==> src/rtl/transpad_pkg.sv <==
// Shared types and helpers for the transpad memory port.
package transpad_pkg;

  localparam int unsigned TP_AW = 24;

  typedef enum logic [2:0] {
    IDLE,
    SPM_RD,
    SPM_CAP,
    MM_REQ,
    MM_WAIT,
    OUT
  } mport_state_t;

  // True when every address bit above the SPM word-address field is zero.
  function automatic logic spm_in_range(input logic [63:0] a, input int unsigned spm_aw);
    return (a >> spm_aw) == 64'd0;
  endfunction

endpackage

==> src/rtl/transpad_mport_stats.sv <==
// Saturating per-class accept counters for transpad_mport (TRANSPAD_MPORT_STATS_EN builds only).
module transpad_mport_stats
  import transpad_pkg::*;
(
  input  logic        clk,
  input  logic        rstn,
  input  logic        inc_spm,
  input  logic        inc_mm,
  input  logic        inc_err,
  output logic [31:0] stat_spm,
  output logic [31:0] stat_mm,
  output logic [31:0] stat_err
);

  always_ff @(posedge clk or negedge rstn) begin
    if (!rstn) begin
      stat_spm <= '0;
      stat_mm  <= '0;
      stat_err <= '0;
    end else begin
      if (inc_spm && stat_spm != '1) stat_spm <= stat_spm + 32'd1;
      if (inc_mm  && stat_mm  != '1) stat_mm  <= stat_mm  + 32'd1;
      if (inc_err && stat_err != '1) stat_err <= stat_err + 32'd1;
    end
  end

endmodule

==> src/rtl/transpad_mport.sv <==
// Memory-side responder for transpad: one SPM or main-memory read per address, result on valid/ready.
// Optional per-class accept counters via TRANSPAD_MPORT_STATS_EN.
module transpad_mport
  import transpad_pkg::*;
#(
  parameter int unsigned AW     = TP_AW,
  parameter int unsigned DW     = 32,
  parameter int unsigned SPM_AW = 12
) (
  input  logic              clk,
  input  logic              rstn,
  input  logic [AW-1:0]     addr,
  input  logic              act,
  input  logic              spm,
  output logic              rdy,
  output logic              spm_en,
  output logic [SPM_AW-1:0] spm_addr,
  input  logic [DW-1:0]     spm_rdata,
  output logic              mm_req,
  output logic [AW-1:0]     mm_addr,
  input  logic              mm_gnt,
  input  logic              mm_rvalid,
  input  logic [DW-1:0]     mm_rdata,
  output logic              rd_valid,
  output logic [DW-1:0]     rd_data,
  output logic              rd_err,
  input  logic              rd_ready
`ifdef TRANSPAD_MPORT_STATS_EN
  ,
  output logic [31:0]       stat_spm,
  output logic [31:0]       stat_mm,
  output logic [31:0]       stat_err
`endif
);

  mport_state_t  state, state_nx;
  logic [AW-1:0] addr_q;
  logic [DW-1:0] data_q;
  logic          err_q;
  logic          accept;
  logic          in_range;

  assign accept   = act & (state == IDLE);
  assign in_range = spm_in_range(64'(addr), SPM_AW);

  always_ff @(posedge clk or negedge rstn) begin
    if (!rstn) state <= IDLE;
    else       state <= state_nx;
  end

  // The target class is resolved at accept and carried by the state, so spm needs no register.
  always_comb begin
    state_nx = state;
    case (state)
      IDLE: begin
        if (act) begin
          if (!spm)          state_nx = MM_REQ;
          else if (in_range) state_nx = SPM_RD;
          else               state_nx = OUT;
        end
      end
      SPM_RD:  state_nx = SPM_CAP;
      SPM_CAP: state_nx = OUT;
      MM_REQ:  if (mm_gnt)    state_nx = MM_WAIT;
      MM_WAIT: if (mm_rvalid) state_nx = OUT;
      OUT:     if (rd_ready)  state_nx = IDLE;
      default: state_nx = IDLE;
    endcase
  end

  always_ff @(posedge clk or negedge rstn) begin
    if (!rstn) begin
      addr_q <= '0;
      data_q <= '0;
      err_q  <= 1'b0;
    end else begin
      if (accept) begin
        addr_q <= addr;
        err_q  <= spm & ~in_range;
        if (spm && !in_range) data_q <= '0;
      end
      if (state == SPM_CAP)                data_q <= spm_rdata;
      if (state == MM_WAIT && mm_rvalid)   data_q <= mm_rdata;
    end
  end

  assign rdy      = (state == IDLE);
  assign spm_en   = (state == SPM_RD);
  assign spm_addr = addr_q[SPM_AW-1:0];
  assign mm_req   = (state == MM_REQ);
  assign mm_addr  = addr_q;
  assign rd_valid = (state == OUT);
  assign rd_data  = data_q;
  assign rd_err   = err_q;

`ifdef TRANSPAD_MPORT_STATS_EN
  transpad_mport_stats u_stats (
    .clk      (clk),
    .rstn     (rstn),
    .inc_spm  (accept & spm & in_range),
    .inc_mm   (accept & ~spm),
    .inc_err  (accept & spm & ~in_range),
    .stat_spm (stat_spm),
    .stat_mm  (stat_mm),
    .stat_err (stat_err)
  );
`endif

endmodule
==> config.mk <==
export PLATFORM = sky130hd
export DESIGN_NAME = transpad_mport
export DESIGN_NICKNAME = d
export VERILOG_FILES = /design/src/rtl/transpad_pkg.sv /design/src/rtl/transpad_mport_stats.sv /design/src/rtl/transpad_mport.sv
export SDC_FILE = /design/constraint.sdc
export NUM_CORES = 1
export LEC_CHECK = 0
export CAP_MARGIN = 20
export CORE_MARGIN = 8
export CORE_UTILIZATION = 40
export CTS_CLUSTER_SIZE = 12
export DETAILED_ROUTE_END_ITERATION = 10
export PLACE_DENSITY = 0.83
export SYNTH_ARGS = -nofsm -noshare
export SYNTH_HDL_FRONTEND = slang
export SYNTH_SLANG_ARGS = --single-unit
==> constraint.sdc <==
create_clock -name clk -period 3.5 [get_ports clk]
set_input_delay 1.05 -clock clk [delete_from_list [all_inputs] [get_ports clk]]
set_output_delay 1.05 -clock clk [all_outputs]
set_load 0.01 [all_outputs]
---- Yosys cells after proc, flatten, opt, wreduce, memory -nomap -nowiden ----
Cells that the tools add are included.
word-level totals
  bits in registers ....................... 60
  input port bits ......................... 95
  output and inout port bits .............. 73
operators by class
  equal/unequal tests ..................... 9
  multiplexer cells ....................... 11
  bitwise operators ....................... 3
  reduce and logical (&&, ||, !) cells .... 9
operator list
  cell                                                                      number
  32-bit two-way mux                                                        4
  64-bit zero test                                                          1
  3-bit two-way mux                                                         6
  3-bit one-hot mux with 6 select lines                                     1
  3-bit by 2-bit equality test with 1-bit output (second input constant)    2
  3-bit equality test (second input constant)                               2
  3-bit nonzero test                                                        2
  2-bit by 1-bit inequality test with 1-bit output (second input constant)  2
  2-bit inequality test (second input constant)                             2
  4-bit AND reduction                                                       1
  3-bit by 1-bit equality test with 1-bit output (second input constant)    1
  3-bit zero test                                                           1
  1-bit bitwise AND                                                         2
  1-bit logical AND                                                         2
  2-bit AND reduction                                                       1
  1-bit zero test                                                           1
  1-bit inverter                                                            1

---- Depth between registers and ports, before layout ----
Gate-level depths: netlist of the first run.
  word-level depth ........................ 7
  gate-level depth with buffers ........... 7
  gate-level depth less buffers ........... 4

---- Worst setup path after synthesis of the first run ----
OpenSTA, ideal clock, no wires.
  path kind ............................... input port to flip-flop
  start point ............................. input port addr[21]
  end point ............................... register data_q[0] (netlist: rd_data[0])
  arrival time ............................ 1,992 ps
  path slack .............................. 1,444 ps
  cell stages on the path ................. 5
  path buffers ............................ 1
  cell sequence ........................... nor4_1 nand3_1 a31oi_4 buf_6 a21o_1
on the way
  longest elaborated chain between the ends .. 5
RTL lines
  element                               line                  RTL
  from (decl)                           transpad_mport.sv:12  input logic [AW-1:0] addr,
  64-bit zero test                      transpad_pkg.sv:17    return (a >> spm_aw) == 64'd0;
  1-bit zero test                       transpad_mport.sv:80  if (spm && !in_range) data_q <= '0;
  1-bit logical AND                     transpad_mport.sv:80
  3-bit nonzero test (no source line)   n/a
  2-bit AND reduction (no source line)  n/a
  to (signal assigned)                  transpad_mport.sv:82  if (state == SPM_CAP) data_q <= spm_rdata;
  to (signal assigned)                  transpad_mport.sv:83  if (state == MM_WAIT && mm_rvalid) data_q <= mm_rdata;
  to (decl)                             transpad_mport.sv:38  logic [DW-1:0] data_q;
No other way between the ends.
A chain may end at the register's enable or synchronous reset.

---- Worst setup path after layout of the first run ----
  start point ............................. register state[0]
  end point ............................... output port rd_valid
on the way
  longest elaborated chain between the ends .. 1
RTL lines
  element                 line                  RTL
  from (decl)             transpad_mport.sv:36  mport_state_t state, state_nx;
  from (signal assigned)  transpad_mport.sv:48  else state <= state_nx;
  3-bit equality test     transpad_mport.sv:92  assign rd_valid = (state == OUT);
  to (decl)               transpad_mport.sv:24  output logic rd_valid,
No other way between the ends.

==> metrics, run 1 <==
Detailed Routing Iterations Pass 1 4; Peak VDD IR 0.000486 V; Net Count, Synth 306; skew final 8.10 ps; post-synthesis register bit count 60; routability cong. 0.743; Synth area leader dfrtp_1; HPWL after detailed placement 6.50 mm; total CTS buffers 9; Post-CTS Setup Bufs 0; Non-Filler Instances 452; crit path kind reg -> out; IO Count 168; initial core utilization 40.7%; main combinational cell family by area after synthesis compound AO/OA/AOI/OAI gates; detailed-route DRC error count 0; status completed; footprint of the multi-input gates 1030 um^2; final period utilization 84.2%; most instantiated cells after synthesis 60 x dfrtp_1, 33 x a21o_1, 32 x a22o_1; Max-Cap Viols 0; top cells by area, synth dfrtp_1 55%, a22o_1 10%, mux2_2 9.9%; Pwr Total 3.91 mW; Die Height 98.7 um; Detail Route Antenna Nets 0; Layout area overhead 67.1%; CTS Hold Buffers Added 0; first-pass GRT wire length 13.2 mm; final hold viol count 0; crit path launch state[0]; Setup crit end kind output pin; slowest CP cell clkdlybuf4s50_1; post-synthesis async set-or-reset flop share 100%; nets 462; post-layout min period 2950 ps; Global Route Usage Sum 17.1%; Critical Path Source Type flop; post-synthesis compound-gate area fraction 21.5%; sequential area share after synthesis 54.9%; # fillers 492; post-synthesis mux area share 10.6%; most frequent cell after synthesis dfrtp_1; Reg2Reg Setup Slack 1470 ps; peak per-stage delay on the critical path 590 ps; RSZ-0062 raised after global routing false; Synth Area in Adders 0%; Hold Path Origin rd_data[15]; CTS tree yes; initial antenna violation count 0; clk buf depth 2; WL final 8.35 mm; First DRT Iteration DRCs 60; setup_tns 0 ps; top-area cell type share of the netlist area 54.9%; vias in the first global route 2,559; PD cells 857 nW/um^2; Row Count 30; worst slew pin tran 745 ps; R2R Path End rd_data[22]; Vias 2,337; Yosys cell types 29; Worst Hold Class reg -> reg; synthesized instance count 211; Post-Syn Area 2740 um^2; Clock Sinks 60; cells on worst reg2reg path 5; Resized cells post-CTS 0; Reg clk slew, reported paths 60 ps; Synth Flop Type dfrtp_1; CTS H-tree lvls 3; crit path cell chain inv_1 -> nor3b_1 -> clkdlybuf4s50_1; critical path arrival 1900 ps; Synth warnings 0; core box area 6720 um^2; Skew-Pair Late Insertion Delay 320 ps; Congestion Overflow GR 0; CP required 2450 ps; Critical R2R Launch state[2]; max-slew violations 0; leakage power 2.09 nW; Die ar. 9740 um^2; Cells on Worst Hold Path 1; syn avg cell area 13.0 um^2; sequential cell area 1500 um^2; fmax 339 MHz; Die X 98.7 um; Clock Tree Root clkbuf_8; worst hold path endpoint rd_data[15]; placed instance count 436; share of cells above drive strength 1 13.4%; Simple-Gate Fraction of Synth Area 5.17%; Ant. Diodes 0; Slew headroom 50.3%; Post-synth EDFFs 0; wire length per cell 18.5 um; final setup violation count 0; XOR/XNOR Fraction of Synth Area 0%; largest net degree at the start of global routing 32; number of port buffers 167; CP max FO 8; Vias/cell 5.17
-- routing by layer --
metal	vias up	GRT usage, %	part of all wire, %
li1	1085	-	-
met1	1133	19.9	40
met2	107	28.3	50
met3	12	6.48	8.2
met4	0	5.67	1.6
met5	-	0	0
-- critical path: cells and delay by family (launching register included) --
family        cells  cell delay [ps]
buf+inv           2              770
flops             1              580
simple gates      1              230
-- cell families (layout without fill, tap and decap cells) --
kind of cell           Yosys count  count (layout)
AO/OA/AOI/OAI                   73              73
buffers and inverters           30             191
flip-flops                      60              60
multiplexers                    26              26
AND/OR/NAND/NOR                 22              22
-- cell usage in the layout, fill, tap and decap left out --
master | Yosys | routed
buf_8 | 1 | 1
a21o_1 | 33 | 33
clkbuf_1 | 3 | 1
and2_1 | 1 | 1
mux2i_1 | 2 | 2
buf_2 | 5 | 1
nand2b_1 | 1 | 1
nor3b_1 | 1 | 1
nor3_4 | 1 | 2
clkdlybuf4s50_1 | 0 | 166
a22o_1 | 32 | 32
clkbuf_8 | 0 | 10
a31oi_4 | 1 | 1
a21oi_1 | 3 | 3
mux2_2 | 24 | 24
nand3_1 | 3 | 3
bufinv_16 | 0 | 2
inv_1 | 3 | 3
nor2_2 | 0 | 1
and2_4 | 1 | 1
nor3_1 | 1 | 1
nor4_1 | 3 | 3
a22oi_1 | 1 | 1
nor4bb_1 | 1 | 1
nand2_1 | 2 | 2
o21ai_0 | 2 | 2
a211oi_1 | 1 | 1
dfrtp_1 | 60 | 60
buf_4 | 14 | 4
nand3b_1 | 2 | 2
nor2_1 | 4 | 3
clkinv_2 | 0 | 3
-- how the worst max path moves through the flow --
stage / endpoint / slack (ps) / cells past startpoint
after CTS: rd_valid / 510 / 3
final: rd_valid / 550 / 3
after detailed placement: rd_data[24] / 710 / 6
after floorplan: rd_data[0] / 1440 / 5
after global routing: rd_valid / 400 / 3
after global placement: rd_data[22] / 460 / 5
-- state kept, by name, indices dropped and copies added (netlist names) --
| register | cells |
|---|---|
| rd_data | 32 |
| state | 3 |
| mm_addr | 24 |
| rd_err | 1 |
-- cell type report --
type	count	share of cell area, %
sequential	60	32.8
clock inverter	5	1.64
multi-input combinational	121	22.5
clock buffer	11	3.09
tap	80	2.19
timing repair buffer	172	37.4
inverter	3	0.246
-- where the power goes --
part | total (mW) | switching, mW | internal (mW) | leakage (nW)
Clock | 0.679 | 0.262 | 0.417 | 0.113
Combinational | 1.97 | 0.765 | 1.20 | 1.24
Sequential | 1.27 | 0.234 | 1.03 | 0.736
Total | 3.91 | 1.26 | 2.65 | 2.09
-- per-stage QoR --
step	cell area [um^2]	util, %	setup slack, ps	hold WS (ps)
2_1_floorplan	2740	-	1440	518
3_3_place_gp	4340	64.6	460	457
3_5_place_dp	4350	64.8	711	464
4_1_cts	4570	68.0	510	479
5_1_grt	4570	68.0	401	491
6_report	4570	68.0	553	475
Power figures use the tool's default switching activity.
==> run 2, diff against run 1 <==
Settings changed: CORE_UTILIZATION 40 to 37, PLACE_DENSITY 0.83 to 0.77.
Clock period 3.5 ns to 2.94 ns, I/O delays scaled along.
==> run 2 against run 1 <==
Sequential share of layout area shrank 0.15 points. Worst hold slack worse by 2.1 ps. Via count down 1.2%. Non-clock buffer count grew 1. First-iteration DRC count decreased by 45%. Setup slack lost 390 ps. Core utilization down 4.4 points. Die area is 6.8% higher. Sequential power rose by 19%. Clock skew decreased by 1.9 ps.
==> metrics, run 2 (same netlist as run 1, synthesis figures left out) <==
status completed; Worst Path Buf+Inv 2; nets 463; sw power 1.49 mW; share of cells above drive strength 1 13.2%; Global Route Usage Sum 15.9%; Vias/cell 4.90; CTS Hold Buffers Added 0; Non-Filler Instances 471; worst slew pin tran 694 ps; largest net degree at the start of global routing 33; Reg clk slew, reported paths 60 ps; crit path launch state[0]; Die X 102 um; Critical Path Source Type flop; skew final 6.20 ps; met3 WL post-DR 816 um; critical path arrival 1890 ps; top sig layer met4; WL final 8.35 mm; placed instance count 456; crit path kind reg -> out; CTS tree yes; initial antenna violation count 0; IO Count 168; final setup violation count 0; setup_tns 0 ps; vias in the first global route 2,476; Ant. Diodes 0; Slew headroom 53.7%; internal power 3.03 mW; Row Count 31; Peak VDD IR 0.000528 V; RSZ-0062 raised after global routing false; Skew-Pair Late Insertion Delay 310 ps; Max-Cap Viols 0; Die Height 102 um; detailed-route DRC error count 0; Worst Hold Class reg -> reg; clk buf depth 2; M1 wire length 3.43 mm; Largest register FFs 32; CTS H-tree lvls 3; Detail Route Antenna Nets 0; Die ar. 10,400 um^2; routability cong. 0.849; Critical R2R Launch state[2]; max-slew violations 0; core box area 7210 um^2; Comb pwr share 52.3%; First DRT Iteration DRCs 33; first-pass GRT wire length 12.7 mm; CP required 2060 ps; Clock Tree Root clkbuf_8; Hold Slack 473 ps; Flop pwr share 33.4%; peak per-stage delay on the critical path 580 ps; sw frac 32.9%; number of port buffers 167; HPWL after detailed placement 6.60 mm; met2 routed WL 4.00 mm; Detailed Routing Iterations Pass 1 4; final period utilization 94.4%; total CTS buffers 9; Layout area overhead 67.9%; leakage power 2.09 nW; final hold viol count 0; Congestion Overflow GR 0; slowest CP cell dfrtp_1; Clock Sinks 60; wire length per cell 17.7 um; crit path cell chain inv_1 -> nor3b_1 -> clkdlybuf4s50_1; Resized cells post-CTS 0; initial core utilization 37.9%; Post-CTS Setup Bufs 0; most common cell after layout, fill and taps aside clkdlybuf4s50_1; fmax 360 MHz; PD cells 984 nW/um^2; post-layout min period 2780 ps; Vias 2,309; Setup crit end kind output pin; Hold Path Origin rd_data[24]; Clock power frac 14.3%; CP max FO 8; CP delay by family, top buffers and inverters; commonest non-fill, non-tap cells in the layout 166 x clkdlybuf4s50_1, 60 x dfrtp_1, 33 x a21o_1
[run 2: cell count changes in the layout (fill, tap and decap cells not counted), sizes merged]
cell	change
bufinv	-2
clkbuf	+2
clkinv	-1
buf	+1
[run 2: final cells by class]
type,instances,area (um^2)
Inverter,3,11.3
Clock inverter,2,10.0
Sequential cell,60,1500
Tap cell,99,124
Timing Repair Buffer,173,1760
Fill cell,617,2620
Multi-Input combinational cell,121,1030
Clock buffer,13,159
[run 2: power by group through the flow]
stage | Sequential, mW | Combinational [mW] | Clock, mW
after global routing | 1.56 | 2.54 | 0.705
after CTS | 1.52 | 2.41 | 0.666
after floorplan | 1.64 | 1.09 | 0
after global placement | 1.51 | 2.34 | 0
after detailed placement | 1.53 | 2.40 | 0
final | 1.51 | 2.36 | 0.644
[run 2: worst paths after layout]
kind,cells past startpoint,slack (ps),endpoint
max in group asynchronous,2,1710,rd_data[15]
worst min-delay path,1,470,rd_data[24]
worst max-delay path,3,160,rd_valid
worst min register to register,1,470,rd_data[24]
worst max register to register,5,970,rd_data[31]
min in group asynchronous,1,600,mm_addr[7]
[run 2: layer usage]
| layer | GRT usage (%) | vias to the layer above |
|---|---|---|
| li1 | - | 1083 |
| met1 | 18.4 | 1118 |
| met2 | 26.3 | 99 |
| met3 | 6.20 | 9 |
| met4 | 5.30 | 0 |
| met5 | 0 | - |
[run 2: stage by stage]
| step | cell area (um^2) | worst slack, ps | util [%] | power, mW |
|---|---|---|---|---|
| 6_report | 4590 | 164 | 63.6 | 4.52 |
| 5_1_grt | 4590 | 54.1 | 63.6 | 4.80 |
| 4_1_cts | 4590 | 121 | 63.6 | 4.59 |
| 3_5_place_dp | 4420 | 301 | 61.3 | 3.93 |
| 3_3_place_gp | 4400 | 13.6 | 60.9 | 3.85 |
| 2_1_floorplan | 2740 | 1050 | - | 2.73 |
